## src/rtl/vga_rx.sv

```systemverilog
// vga_rx: DE-based video capture with a two-stage pipeline (input registers, output registers).
// Tracks frames via vsync leading edges and lines via data-enable edges. It reports
// pixel position, start-of-frame and end-of-line markers, and measured line and frame sizes.
// Optional format check: define VGA_RX_FMT_CHECK_EN to build the fmt_err logic
// (otherwise fmt_err is tied low).
module vga_rx #(
  parameter int unsigned H_ACTIVE = 640,
  parameter int unsigned V_ACTIVE = 480,
  parameter bit          SYNC_POL = 1'b0
) (
  input  logic        clk,
  input  logic        rst_n,
  input  logic        hsync,
  input  logic        vsync,
  input  logic        de,
  input  logic [23:0] rgb_in,
  output logic        pix_valid,
  output logic [23:0] rgb_out,
  output logic [10:0] pix_x,
  output logic [10:0] pix_y,
  output logic        sof,
  output logic        eol,
  output logic        frame_done,
  output logic [10:0] h_meas,
  output logic [10:0] v_meas,
  output logic        fmt_err
);

  typedef enum logic [1:0] {StIdle, StVblank, StActive} state_e;

  function automatic logic [10:0] sat_inc(input logic [10:0] v);
    return (v == 11'h7ff) ? v : v + 11'd1;
  endfunction

  // Stage 1 registers
  logic        hs_q, vs_q, de_q;
  logic [23:0] rgb_q;
  logic        vs_act_prev_q, de_eff_prev_q;

  state_e      state_q, state_d;
  logic [10:0] x_cnt_q, y_cnt_q;

  logic vs_act, vs_lead, de_eff, de_rise, de_fall, next_de_eff;
  logic accept, line_close, frame_end;
  logic [10:0] frame_lines;

  // hsync carries no information the line counters need; DE edges delimit lines.
  logic unused_hsync;
  assign unused_hsync = hs_q;

  assign vs_act  = (vs_q == SYNC_POL);
  assign vs_lead = vs_act & ~vs_act_prev_q;
  // DE is only meaningful outside vertical sync.
  assign de_eff  = de_q & ~vs_act;
  assign de_rise = de_eff & ~de_eff_prev_q;
  assign de_fall = ~de_eff & de_eff_prev_q;
  // Lookahead: the raw input is the successor of the pixel now in stage 1.
  assign next_de_eff = de & (vsync != SYNC_POL);
  // A line still open at vsync is closed and counted with the frame.
  assign frame_lines = de_eff_prev_q ? sat_inc(y_cnt_q) : y_cnt_q;

  // Stage 1: register all inputs and keep previous sync/enable levels for edge detection
  always_ff @(posedge clk or negedge rst_n) begin
    if (!rst_n) begin
      hs_q          <= ~SYNC_POL;
      vs_q          <= ~SYNC_POL;
      de_q          <= 1'b0;
      rgb_q         <= '0;
      vs_act_prev_q <= 1'b0;
      de_eff_prev_q <= 1'b0;
    end else begin
      hs_q          <= hsync;
      vs_q          <= vsync;
      de_q          <= de;
      rgb_q         <= rgb_in;
      vs_act_prev_q <= vs_act;
      de_eff_prev_q <= de_eff;
    end
  end

  // FSM state register
  always_ff @(posedge clk or negedge rst_n) begin
    if (!rst_n) begin
      state_q <= StIdle;
    end else begin
      state_q <= state_d;
    end
  end

  // FSM next-state logic
  always_comb begin
    state_d = state_q;
    unique case (state_q)
      StIdle:   if (vs_lead) state_d = StVblank;
      StVblank: if (!vs_lead && de_rise) state_d = StActive;
      StActive: if (vs_lead) state_d = StVblank;
      default:  state_d = StIdle;
    endcase
  end

  // FSM outputs: pixel acceptance, line close and frame end strobes
  always_comb begin
    accept     = 1'b0;
    line_close = 1'b0;
    frame_end  = 1'b0;
    unique case (state_q)
      StVblank: accept = de_rise;
      StActive: begin
        accept     = de_eff;
        line_close = de_fall & ~vs_lead;
        frame_end  = vs_lead;
      end
      default: ;
    endcase
  end

  // Position counters for the pixel currently in stage 1
  always_ff @(posedge clk or negedge rst_n) begin
    if (!rst_n) begin
      x_cnt_q <= '0;
      y_cnt_q <= '0;
    end else if (vs_lead) begin
      x_cnt_q <= '0;
      y_cnt_q <= '0;
    end else if (accept) begin
      x_cnt_q <= sat_inc(x_cnt_q);
    end else if (line_close) begin
      x_cnt_q <= '0;
      y_cnt_q <= sat_inc(y_cnt_q);
    end
  end

  // Stage 2: registered pixel outputs; rgb/position hold when nothing is accepted
  always_ff @(posedge clk or negedge rst_n) begin
    if (!rst_n) begin
      pix_valid <= 1'b0;
      rgb_out   <= '0;
      pix_x     <= '0;
      pix_y     <= '0;
      sof       <= 1'b0;
      eol       <= 1'b0;
    end else begin
      pix_valid <= accept;
      sof       <= 1'b0;
      eol       <= 1'b0;
      if (accept) begin
        rgb_out <= rgb_q;
        pix_x   <= x_cnt_q;
        pix_y   <= y_cnt_q;
        sof     <= (x_cnt_q == '0) && (y_cnt_q == '0);
        eol     <= ~next_de_eff;
      end
    end
  end

  // Stage 2: frame strobe and line/frame measurements
  always_ff @(posedge clk or negedge rst_n) begin
    if (!rst_n) begin
      frame_done <= 1'b0;
      h_meas     <= '0;
      v_meas     <= '0;
    end else begin
      frame_done <= frame_end;
      if (line_close || (frame_end && de_eff_prev_q)) begin
        h_meas <= x_cnt_q;
      end
      if (frame_end) begin
        v_meas <= frame_lines;
      end
    end
  end

`ifdef VGA_RX_FMT_CHECK_EN
  localparam logic [10:0] HActW = 11'(H_ACTIVE);
  localparam logic [10:0] VActW = 11'(V_ACTIVE);

  logic line_bad_q, fmt_err_q;
  logic open_bad;

  assign open_bad = de_eff_prev_q && (x_cnt_q != HActW);

  // Accumulate line-length errors over a frame; publish and clear at frame boundaries
  always_ff @(posedge clk or negedge rst_n) begin
    if (!rst_n) begin
      line_bad_q <= 1'b0;
      fmt_err_q  <= 1'b0;
    end else begin
      if (frame_end) begin
        fmt_err_q <= line_bad_q | open_bad | (frame_lines != VActW);
      end
      if (vs_lead) begin
        line_bad_q <= 1'b0;
      end else if (line_close && (x_cnt_q != HActW)) begin
        line_bad_q <= 1'b1;
      end
    end
  end

  assign fmt_err = fmt_err_q;
`else
  // Expected dimensions only matter to the format check.
  logic unused_cfg;
  assign unused_cfg = (H_ACTIVE == 0) ^ (V_ACTIVE == 0);
  assign fmt_err    = 1'b0;
`endif

endmodule

```

## config.mk

```make
export PLATFORM = sky130hd
export DESIGN_NAME = vga_rx
export DESIGN_NICKNAME = d
export VERILOG_FILES = /design/src/rtl/vga_rx.sv
export SDC_FILE = /design/constraint.sdc
export NUM_CORES = 1
export LEC_CHECK = 0
export ABC_AREA = 1
export CAP_MARGIN = 20
export CORE_ASPECT_RATIO = 1.25
export CORE_MARGIN = 2
export CORE_UTILIZATION = 54
export CTS_CLUSTER_SIZE = 16
export DETAILED_ROUTE_END_ITERATION = 6
export MAX_ROUTING_LAYER = met4
export PLACE_DENSITY_LB_ADDON = 0.25
export SLEW_MARGIN = 25
export SYNTH_ARGS = -nofsm -noshare
export SYNTH_HDL_FRONTEND = slang
export SYNTH_SLANG_ARGS = --single-unit
```

## constraint.sdc

```tcl
create_clock -name clk -period 3.81 [get_ports clk]
set_input_delay 0.381 -clock clk [delete_from_list [all_inputs] [get_ports clk]]
set_output_delay 0.381 -clock clk [all_outputs]
set_load 0.005 [all_outputs]
```

==> results of run 1 <==
[area by class of cell]
type	instances	area [um^2]	area share [%]
Timing Repair Buffer	102	1010	15.1
Clock buffer	21	470	7.00
Clock inverter	10	139	2.07
Inverter	45	169	2.51
Multi-Input combinational cell	353	1670	24.9
Sequential cell	124	3100	46.2
Tap cell	123	154	2.29
[stage by stage]
stage | cells | hold WS, ns | util (%) | power, W | setup slack (ns)
after floorplan | 542 | 0.0854 | - | 0.00200 | 2.31
after global placement | 747 | 0.422 | 67.0 | 0.00245 | 1.47
after detailed placement | 747 | 0.427 | 67.0 | 0.00250 | 1.32
after CTS | 778 | 0.192 | 73.7 | 0.00415 | 1.27
after global routing | 778 | 0.0783 | 73.7 | 0.00432 | 1.08
final | 778 | -0.00783 | 73.7 | 0.00411 | 1.27
[placed cells by master, fill, tap and decap left out, drive strengths merged]
| master | count |
|---|---|
| bufinv | 3 |
| clkinvlp | 4 |
| nand3b | 1 |
| a21oi | 12 |
| nand3 | 25 |
| buf | 4 |
| clkbuf | 21 |
| dfstp | 1 |
| o21ai | 75 |
| clkdlybuf4s50 | 98 |
| conb | 1 |
| o31ai | 1 |
| clkinv | 3 |
| nand4 | 14 |
| o21a | 1 |
| ha | 8 |
| xor2 | 2 |
| nand2 | 181 |
| or2 | 1 |
| nor2 | 23 |
| o21bai | 1 |
| dfrtp | 123 |
| xnor2 | 1 |
| o22ai | 1 |
| inv | 45 |
| nor3 | 5 |
[report_power, final]
group / leakage, nW / switching [W] / internal [W]
Clock: 0.288 / 0.000561 / 0.00107
Combinational: 1.22 / 0.000383 / 0.000444
Sequential: 1.62 / 0.000127 / 0.00152
Total: 3.12 / 0.00107 / 0.00304
[metal layers]
layer | global-route usage, % | wire [um] | vias to the layer above
met5 | - | 0 | -
met4 | 13.2 | 350 | 0
met3 | 5.64 | 617 | 39
met2 | 46.4 | 6780 | 156
met1 | 29.8 | 4630 | 2019
li1 | - | - | 1942
[sequential cells by signal (all words and copies together) (netlist names)]
signal and flops:
de_eff_prev_q 1, de_q 1, eol 1, frame_done 1, h_meas 11, pix_valid 1, pix_x 11, pix_y 11
rgb_out 24, rgb_q 24, sof 1, state_q 2, v_meas 11, vs_act_prev_q 1, vs_q 1, x_cnt_q 11
y_cnt_q 11
[worst max path at each step]
stage	from	endpoint	slack, ns	cells past startpoint
floorplan	state_q[0]	rgb_out[13]	2.31	9
global placement	state_q[0]	pix_x[0]	1.47	8
detailed placement	state_q[0]	pix_x[0]	1.32	8
CTS	state_q[0]	x_cnt_q[5]	1.27	8
global route	state_q[0]	x_cnt_q[6]	1.08	8
finish	state_q[0]	x_cnt_q[5]	1.27	8
[cell families (layout without fill, tap and decap cells)]
logic type	count (synthesis)	after routing	synth area share, %
AO/OA/AOI/OAI	91	91	9.61
XOR/XNOR	3	3	0.519
adder cells (fa/ha/maj)	8	8	1.98
buffers and inverters	65	178	5.68
flip-flops	124	124	61.3
other	1	1	0.0740
AND/OR/NAND/NOR	250	250	20.9
==> metrics.md, run 1 <==
| Metric | Value |
|---|---|
| Clock-pin transition on the worst setup and hold timing paths | 0.05 ns |
| Post-synth top flop | dfrtp_1 |
| Reg2Reg Depth | 8 |
| Layout cells sized above 1 | ~8.5% |
| Ant diodes | 0 |
| Net count after synthesis | 579 |
| CP Data Arrival Time | 2.88 ns |
| Largest net degree at the start of global routing | 85 |
| Worst rel slew slack | 50.4% |
| Area contributors post-synth | dfrtp_1, nand2_1, o21ai_0 |
| Endpoints failing setup | 0 |
| Root Driver | clkbuf_16 |
| Number of synthesized flops with an enable pin | 0 |
| Initial Utilization | a little under three fifths |
| Skew-Pair Late Insertion Delay | 0.42 ns |
| Post-synth top area share | 60.8% |
| Post-layout nets | 680 |
| Bufs and invs on worst path | 3 |
| Reg2Reg Setup Slack | 1.27 ns |
| CP Class | reg2reg |
| RSZ-0062 raised after global routing | false |
| Failing checks | hold timing |
| Crit end category | register |
| Routed wire length | 12,400 um |
| Max capacitance violation total | 0 |
| Startpoint Class | register |
| Required time of the critical path | 4.14 ns |
| Row Count | 39 |
| CTS sink cnt | 124 |
| Worst slew pin tran | 0.744 ns |
| Die Y | 112 um |
| TritonCTS Buffers | 17 |
| Fin Clk Skew | 0.0115 ns |
| DIE AREA | 10,200 um^2 |
| WHS | -0.00783 ns |
| Peak VDD IR | 358 uV |
| Drc violations | 0 |
| RR Endpoint | x_cnt_q[5] |
| Max-slew violations | 0 |
| Mapped Area | 5070 um^2 |
| Crit path top cell by count | inv_1 |
| Total track usage | 27.0% |
| H-tree depth | 4 |
| Pleak | approximately 3.1 nW |
| Core Area | 9130 um^2 |
| Initial antenna violation count | 0 |
| PwrDens | between 600 and 700 nW/um^2 |
| Drt pass-1 iters | 5 |
| I/O pin count | 102 |
| Crit-path max cell delay | 0.67 ns |
| Top delay family on crit path | buffers and inverters |
| Flip-flop and latch count after synthesis | 124 |
| Worst Hold Class | in2async |
| Clk buf depth | 2 |
| DR vias/cell | 5.34 |
| Post-CTS setup buffers | 0 |
| Post-synth top cells | nand2_1, dfrtp_1, o21ai_0 |
| # port buffers | between 90 and 100 |
| Worst-path cell chain | inv_1 -> ha_1 -> inv_1 -> nor2_1 -> nand2_2 -> inv_2 -> nand3_1 -> o21ai_2 |
| Hold Buf Count CTS | 0 |
| Syn. warnings | 0 |
| Unique masters post-synth | 32 |
| Post-DP HPWL | 8320 um |
| Global-route wire length before repair | between 20,000 and 25,000 um |
| Count leader, synth | nand2_1 |
| Die width | 90.6 um |
| Routed len/inst | around 16 um |
| Hold Vio Cnt, Final | 9 |
| Vias in the first global route | 4,240 |
| Post-synthesis sequential area ratio | 61.3% |
| CTS tree | done |
| Initial drt markers | about 360 |
| Critical path peak fanout | 37 |
| Crit share post-route | approximately two thirds |
| Fmax | 394 MHz |
| PostCTS Resize Cnt | 0 |
| Outcome | complete, but fails checks |
| Aggregate global routing overflow | 0 |
| Placement Cell Area | just over 6000 um^2 |
| Area leader, netlist | dfrtp_1 |
| Critical-path top delay cell | inv_2 |
| Synth async-reset ratio | 100% |
| Area growth, synth to finish | 32.7% |
| Fin area | around 6700 um^2 |
| RePlAce Congestion | 0.840 |
| Routed via count | 4,156 |
| ANT nets after route | 0 |
| Setup_tns | 0 ns |
| Syn avg cell area | 9.35 um^2 |
| Reg2Reg Launch Point | state_q[0] |
| Post-Synthesis Cells | 542 |
| Min Clock Period, post-route | ~2.5 ns |
| Fillers | 664 |
Power figures use the tool's default switching activity.
==> inputs of run 2 (changes only) <==
- CORE_UTILIZATION: 54 -> 46
- clock period: 3.81 -> 2.2 ns (I/O delays scaled with it)
==> run 2 against run 1 <==
Compared with the run above: the run now ends clean; sequential power rose by 72%; count of clock-buffer cells in the layout is 4 lower; utilization down 10 points; non-clock buffer count is 5 higher; combinational power up 74%; clock power rose by 65%; critical path depth grew 1; maximum frequency is 33% higher; hold slack gained 0.25 ns; critical endpoint is now rgb_out[19]; largest power group unchanged.
==> metrics.md, run 2 (synthesized netlist as in run 1, its figures left out) <==
| Metric | Value |
|---|---|
| ANT nets after route | 0 (unchanged) |
| Drc violations | 0 (unchanged) |
| RSZ-0062 raised after global routing | false (unchanged) |
| Outcome | complete, no violations (was complete, but fails checks) |
| Clock-pin transition on the worst setup and hold timing paths | 0.06 ns (was 0.05 ns) |
| Crit share post-route | 86.9% (was 66.7%) |
| Aggregate global routing overflow | 0 (unchanged) |
| Worst Hold Class | in2reg (was in2async) |
| Total track usage | 21.3% (was 27.0%) |
| TritonCTS Buffers | 17 (unchanged) |
| Top flop regs | rgb_out (24), rgb_q (24) (unchanged) |
| Max-slew violations | 0 (unchanged) |
| Peak VDD IR | 675 uV (was 358 uV) |
| CP Class | reg2reg (unchanged) |
| Largest net degree at the start of global routing | 60 (was 85) |
| PostCTS Resize Cnt | 0 (unchanged) |
| Total power | 0.00699 W (was 0.00411 W) |
| Fin Clk Skew | 0.00832 ns (was 0.0115 ns) |
| Row Count | 42 (was 39) |
| Min Clock Period, post-route | 1.91 ns (was 2.54 ns) |
| CTS tree | done (unchanged) |
| H-tree depth | 4 (unchanged) |
| Initial drt markers | 271 (was 357) |
| PwrDens | 1030 nW/um^2 (was 612 nW/um^2) |
| Global-route wire length before repair | 19,300 um (was 20,800 um) |
| Clk buf depth | 2 (unchanged) |
| Most frequent cells in the layout | nand2_1, dfrtp_1, clkdlybuf4s50_1, o21ai_0, inv_1 (unchanged) |
| Post-layout nets | 685 (was 680) |
| DR vias/cell | 5.10 (was 5.34) |
| Fin area | 6770 um^2 (was 6730 um^2) |
| Die width | 97.9 um (was 90.6 um) |
| Area growth, synth to finish | 33.5% (was 32.7%) |
| Initial Utilization | 47.5% (was 55.5%) |
| Layout cells sized above 1 | 9.38% (was 8.55%) |
| Ant diodes | 0 (unchanged) |
| Die Y | 121 um (was 112 um) |
| WHS | 0.240 ns (was -0.00783 ns) |
| Routed wire length | 11,500 um (was 12,400 um) |
| Fmax | 523 MHz (was 394 MHz) |
| Post-DP HPWL | 8010 um (was 8320 um) |
| Drt pass-1 iters | 5 (unchanged) |
| Routed len/inst | 14.5 um (was 15.9 um) |
| Critical path peak fanout | 28 (was 37) |
| Skew-Pair Late Insertion Delay | 0.41 ns (was 0.42 ns) |
| Core Area | 10,700 um^2 (was 9130 um^2) |
| DIE AREA | 11,900 um^2 (was 10,200 um^2) |
| Pleak | 3.15 nW (was 3.12 nW) |
| Worst slew pin tran | 0.601 ns (was 0.744 ns) |
| Crit end category | register (unchanged) |
| Placement Cell Area | 6170 um^2 (was 6110 um^2) |
| Hold Vio Cnt, Final | 0 (was 9) |
| Vias in the first global route | 4,061 (was 4,240) |
| Routed via count | 4,048 (was 4,156) |
| Endpoints failing setup | 0 (unchanged) |
| CP Data Arrival Time | 2.26 ns (was 2.88 ns) |
| RePlAce Congestion | 0.873 (was 0.840) |
| Initial antenna violation count | 0 (unchanged) |
| CTS sink cnt | 124 (unchanged) |
| Root Driver | clkbuf_16 (unchanged) |
| Required time of the critical path | 2.55 ns (was 4.14 ns) |
| Setup_tns | 0 ns (unchanged) |
| Startpoint Class | register (unchanged) |
| Final Util | 63.4% (was 73.7%) |
| # port buffers | 99 (unchanged) |
| I/O pin count | 102 (unchanged) |
| Worst rel slew slack | 59.9% (was 50.4%) |
| Commonest non-fill, non-tap cell in the layout | nand2_1 (unchanged) |
| Max capacitance violation total | 0 (unchanged) |
==> run 2: layer usage <==
layer | up-vias | share of wire (%) | GRT usage, % | wire [um]
met5 | - | 0 | - | 0
met4 | 0 | 2.2 | 7.81 | 257
met3 | 22 | 4.2 | 6.05 | 478
met2 | 99 | 54 | 36.2 | 6260
met1 | 1964 | 39 | 23.9 | 4510
li1 | 1963 | - | - | -
==> run 2: cell type report <==
cell class | count | area, um^2
Fill cell | 890 | 3900
Sequential cell | 124 | 3100
Multi-Input combinational cell | 353 | 1670
Timing Repair Buffer | 107 | 1060
Clock buffer | 17 | 425
Inverter | 45 | 169
Tap cell | 132 | 165
Clock inverter | 15 | 164
==> run 2: worst paths after layout <==
| path | start | end | slack [ns] | depth (start not counted) |
|---|---|---|---|---|
| max reg2reg | state_q[1] | rgb_out[19] | 0.29 | 9 |
| max | state_q[1] | rgb_out[19] | 0.29 | 9 |
| max in group asynchronous | rst_n | frame_done | 1.15 | 3 |
| min | rgb_in[8] | rgb_q[8] | 0.24 | 1 |
| min in group asynchronous | rst_n | de_q | 0.34 | 2 |
| min reg2reg | rgb_q[13] | rgb_out[13] | 0.44 | 2 |
==> run 2: power breakdown <==
group / switching [W] / internal (W)
Combinational: 0.000654 / 0.000787
Sequential: 0.000200 / 0.00264
Clock: 0.00103 / 0.00168
==> run 2: timing repair <==
action                    in CTS  in global routing
hold endpoints to repair      40                  0
hold buffers                   1                  0
setup buffers                  0                  0
==> run 2: through the flow <==
stage                     setup slack, ns  instances
final                               0.288        793
after global routing                0.136        793
after CTS                           0.269        793
after detailed placement            0.294        760
after global placement              0.351        760
after floorplan                     0.696        542
==> run 2: critical path: stages, from the launching register on <==
cell and delay, ns:
dfrtp_1 0.41, inv_1 0.09, ha_1 0.19, inv_1 0.09
o21ai_1 0.15, nand2_2 0.14, inv_2 0.39, buf_4 0.26
nand2_1 0.06, nand2_1 0.05
==> inputs of run 3 (changes only) <==
- GPL_ROUTABILITY_DRIVEN: unset -> 1
- clock period: 2.2 -> 1.7 ns (I/O delays scaled with it)
==> run 3 against run 2 <==
Compared with the run above: hold slack lost 0.041 ns; global-route usage grew 0.36 points; final area grew 4.0%; wire length grew 2.9%.
==> metrics.md, run 3 (synthesized netlist as in run 1, its figures left out) <==
| Metric | Value |
|---|---|
| Outcome | complete, no violations (unchanged) |
| Global-route wire length before repair | 19,800 um (was 19,300 um) |
| Max capacitance violation total | 0 (unchanged) |
| Ant diodes | 0 (unchanged) |
| Worst setup path start | state_q[0] (was state_q[1]) |
| Initial drt markers | 242 (was 271) |
| Non-filler cells in the finished layout | 818 (was 793) |
| Clk buf depth | 2 (unchanged) |
| Skew-Pair Late Insertion Delay | 0.41 ns (about the same) |
| Endpoints failing setup | 0 (unchanged) |
| Post-layout nets | 710 (was 685) |
| Routed via count | 4,096 (was 4,048) |
| Metal1 wirelength | 4930 um (was 4510 um) |
| Clock-pin transition on the worst setup and hold timing paths | 0.05 ns (was 0.06 ns) |
| Fin Clk Skew | 0.00872 ns (was 0.00832 ns) |
| Core Area | 10,700 um^2 (unchanged) |
| Routed wire length | 11,800 um (was 11,500 um) |
| Placed cell count | 780 (was 760) |
| Initial antenna violation count | 0 (unchanged) |
| Min-delay src | rgb_in[15] (was rgb_in[8]) |
| # port buffers | 99 (unchanged) |
| Drc violations | 0 (unchanged) |
| Largest net degree at the start of global routing | 49 (was 60) |
| Fillers | 850 (was 890) |
| Crit end category | register (unchanged) |
| Max-slew violations | 0 (unchanged) |
| Crit share post-route | 96.4% (was 86.9%) |
| CTS tree | done (unchanged) |
| Routed len/inst | 14.5 um (about the same) |
| CTS sink cnt | 124 (unchanged) |
| Layout cells sized above 1 | 12.8% (was 9.38%) |
| DR vias/cell | 5.01 (was 5.10) |
| Critical path peak fanout | 10 (was 28) |
| Row Count | 42 (unchanged) |
| Min Clock Period, post-route | 1.64 ns (was 1.91 ns) |
| CP Data Arrival Time | 1.93 ns (was 2.26 ns) |
| PnR worst setup slack | 0.0606 ns (was 0.288 ns) |
| DIE AREA | 11,900 um^2 (unchanged) |
| Startpoint Class | register (unchanged) |
| Initial Utilization | 47.5% (unchanged) |
| RePlAce Congestion | 0.939 (was 0.873) |
| Setup_tns | 0 ns (unchanged) |
| WL met2 | 6200 um (was 6260 um) |
| ANT nets after route | 0 (unchanged) |
| Peak VDD IR | 921 uV (was 675 uV) |
| Pleak | 3.31 nW (was 3.15 nW) |
| H-tree depth | 4 (unchanged) |
| Vias in the first global route | 4,074 (was 4,061) |
| Hold Vio Cnt, Final | 0 (unchanged) |
| CP Class | reg2reg (unchanged) |
| Root Driver | clkbuf_16 (unchanged) |
| Fmax | 610 MHz (was 523 MHz) |
| Aggregate global routing overflow | 0 (unchanged) |
| Required time of the critical path | 1.99 ns (was 2.55 ns) |
| Die width | 97.9 um (unchanged) |
| Most frequent cells in the layout | nand2_1, dfrtp_1, clkdlybuf4s50_1, o21ai_0, inv_1 (unchanged) |
| Total track usage | 21.6% (was 21.3%) |
| Drt pass-1 iters | 4 (was 5) |
| I/O pin count | 102 (unchanged) |
| PwrDens | 1340 nW/um^2 (was 1030 nW/um^2) |
| Post-DP HPWL | 8310 um (was 8010 um) |
| Reg2Reg Launch Point | state_q[0] (was state_q[1]) |
| Die Y | 121 um (unchanged) |
| Pre-CTS setup slack | -0.0512 ns (was 0.294 ns) |
| Top routing layer in use | met4 (unchanged) |
| Commonest non-fill, non-tap cell in the layout | nand2_1 (unchanged) |
| Area growth, synth to finish | 38.9% (was 33.5%) |
| Worst Hold Class | in2reg (unchanged) |
| Met3 WL | 494 um (was 478 um) |
| Top flop regs | rgb_out (24), rgb_q (24) (unchanged) |
| TritonCTS Buffers | 17 (unchanged) |
| Final Util | 66.0% (was 63.4%) |
## run 3: per-layer routing
metal	vias up	global-route usage, %
li1	2011	-
met1	1951	25.7
met2	116	35.7
met3	18	4.84
met4	0	9.11
met5	-	-
## run 3: final cells by class
type / count / area, um^2 / share of cell area [%]
clock inverter: 7 / 110 / 1.56
clock buffer: 25 / 495 / 7.04
inverter: 45 / 174 / 2.47
tap: 132 / 165 / 2.35
sequential: 124 / 3100 / 44.1
multi-input combinational: 353 / 1710 / 24.3
timing repair buffer: 132 / 1280 / 18.2
## run 3: critical path, cell delays in order, from the launching register on
cell	delay [ns]
dfrtp_1	0.41
inv_2	0.08
ha_1	0.27
inv_1	0.04
nor2_2	0.15
nand2_4	0.12
nand2_2	0.11
o21ai_4	0.08
buf_12	0.15
nand2_1	0.07
o21ai_2	0.05
## run 3: final timing paths
check | depth (start not counted) | end | slack (ns)
setup reg to reg | 10 | x_cnt_q[3] | 0.06
hold reg to reg | 2 | rgb_out[22] | 0.44
max in group asynchronous | 3 | v_meas[4] | 0.77
setup / recovery | 10 | x_cnt_q[3] | 0.06
hold / removal | 1 | rgb_q[15] | 0.20
min in group asynchronous | 2 | pix_valid | 0.27
## run 3: power breakdown
part	switching (W)	total, W	internal, W
Clock	0.00121	0.00366	0.00245
Sequential	0.000262	0.00368	0.00342
Combinational	0.000954	0.00212	0.00117
## run 3: metrics by stage
stage,instance area [um^2],hold slack [ns],total power (W)
CTS,7000,0.186,0.00947
finish,7040,0.199,0.00946
floorplan,5070,-0.126,0.00449
global route,7040,0.188,0.00994
global placement,6340,0.160,0.00562
detailed placement,6340,0.168,0.00571
## run 3: repair_timing
item                       CTS  global route
pin swaps                    1             3
buffers inserted             3             2
resized for setup            5             7
hold buffers                 1             0
setup endpoints to repair   26            58
hold endpoints to repair    34             0
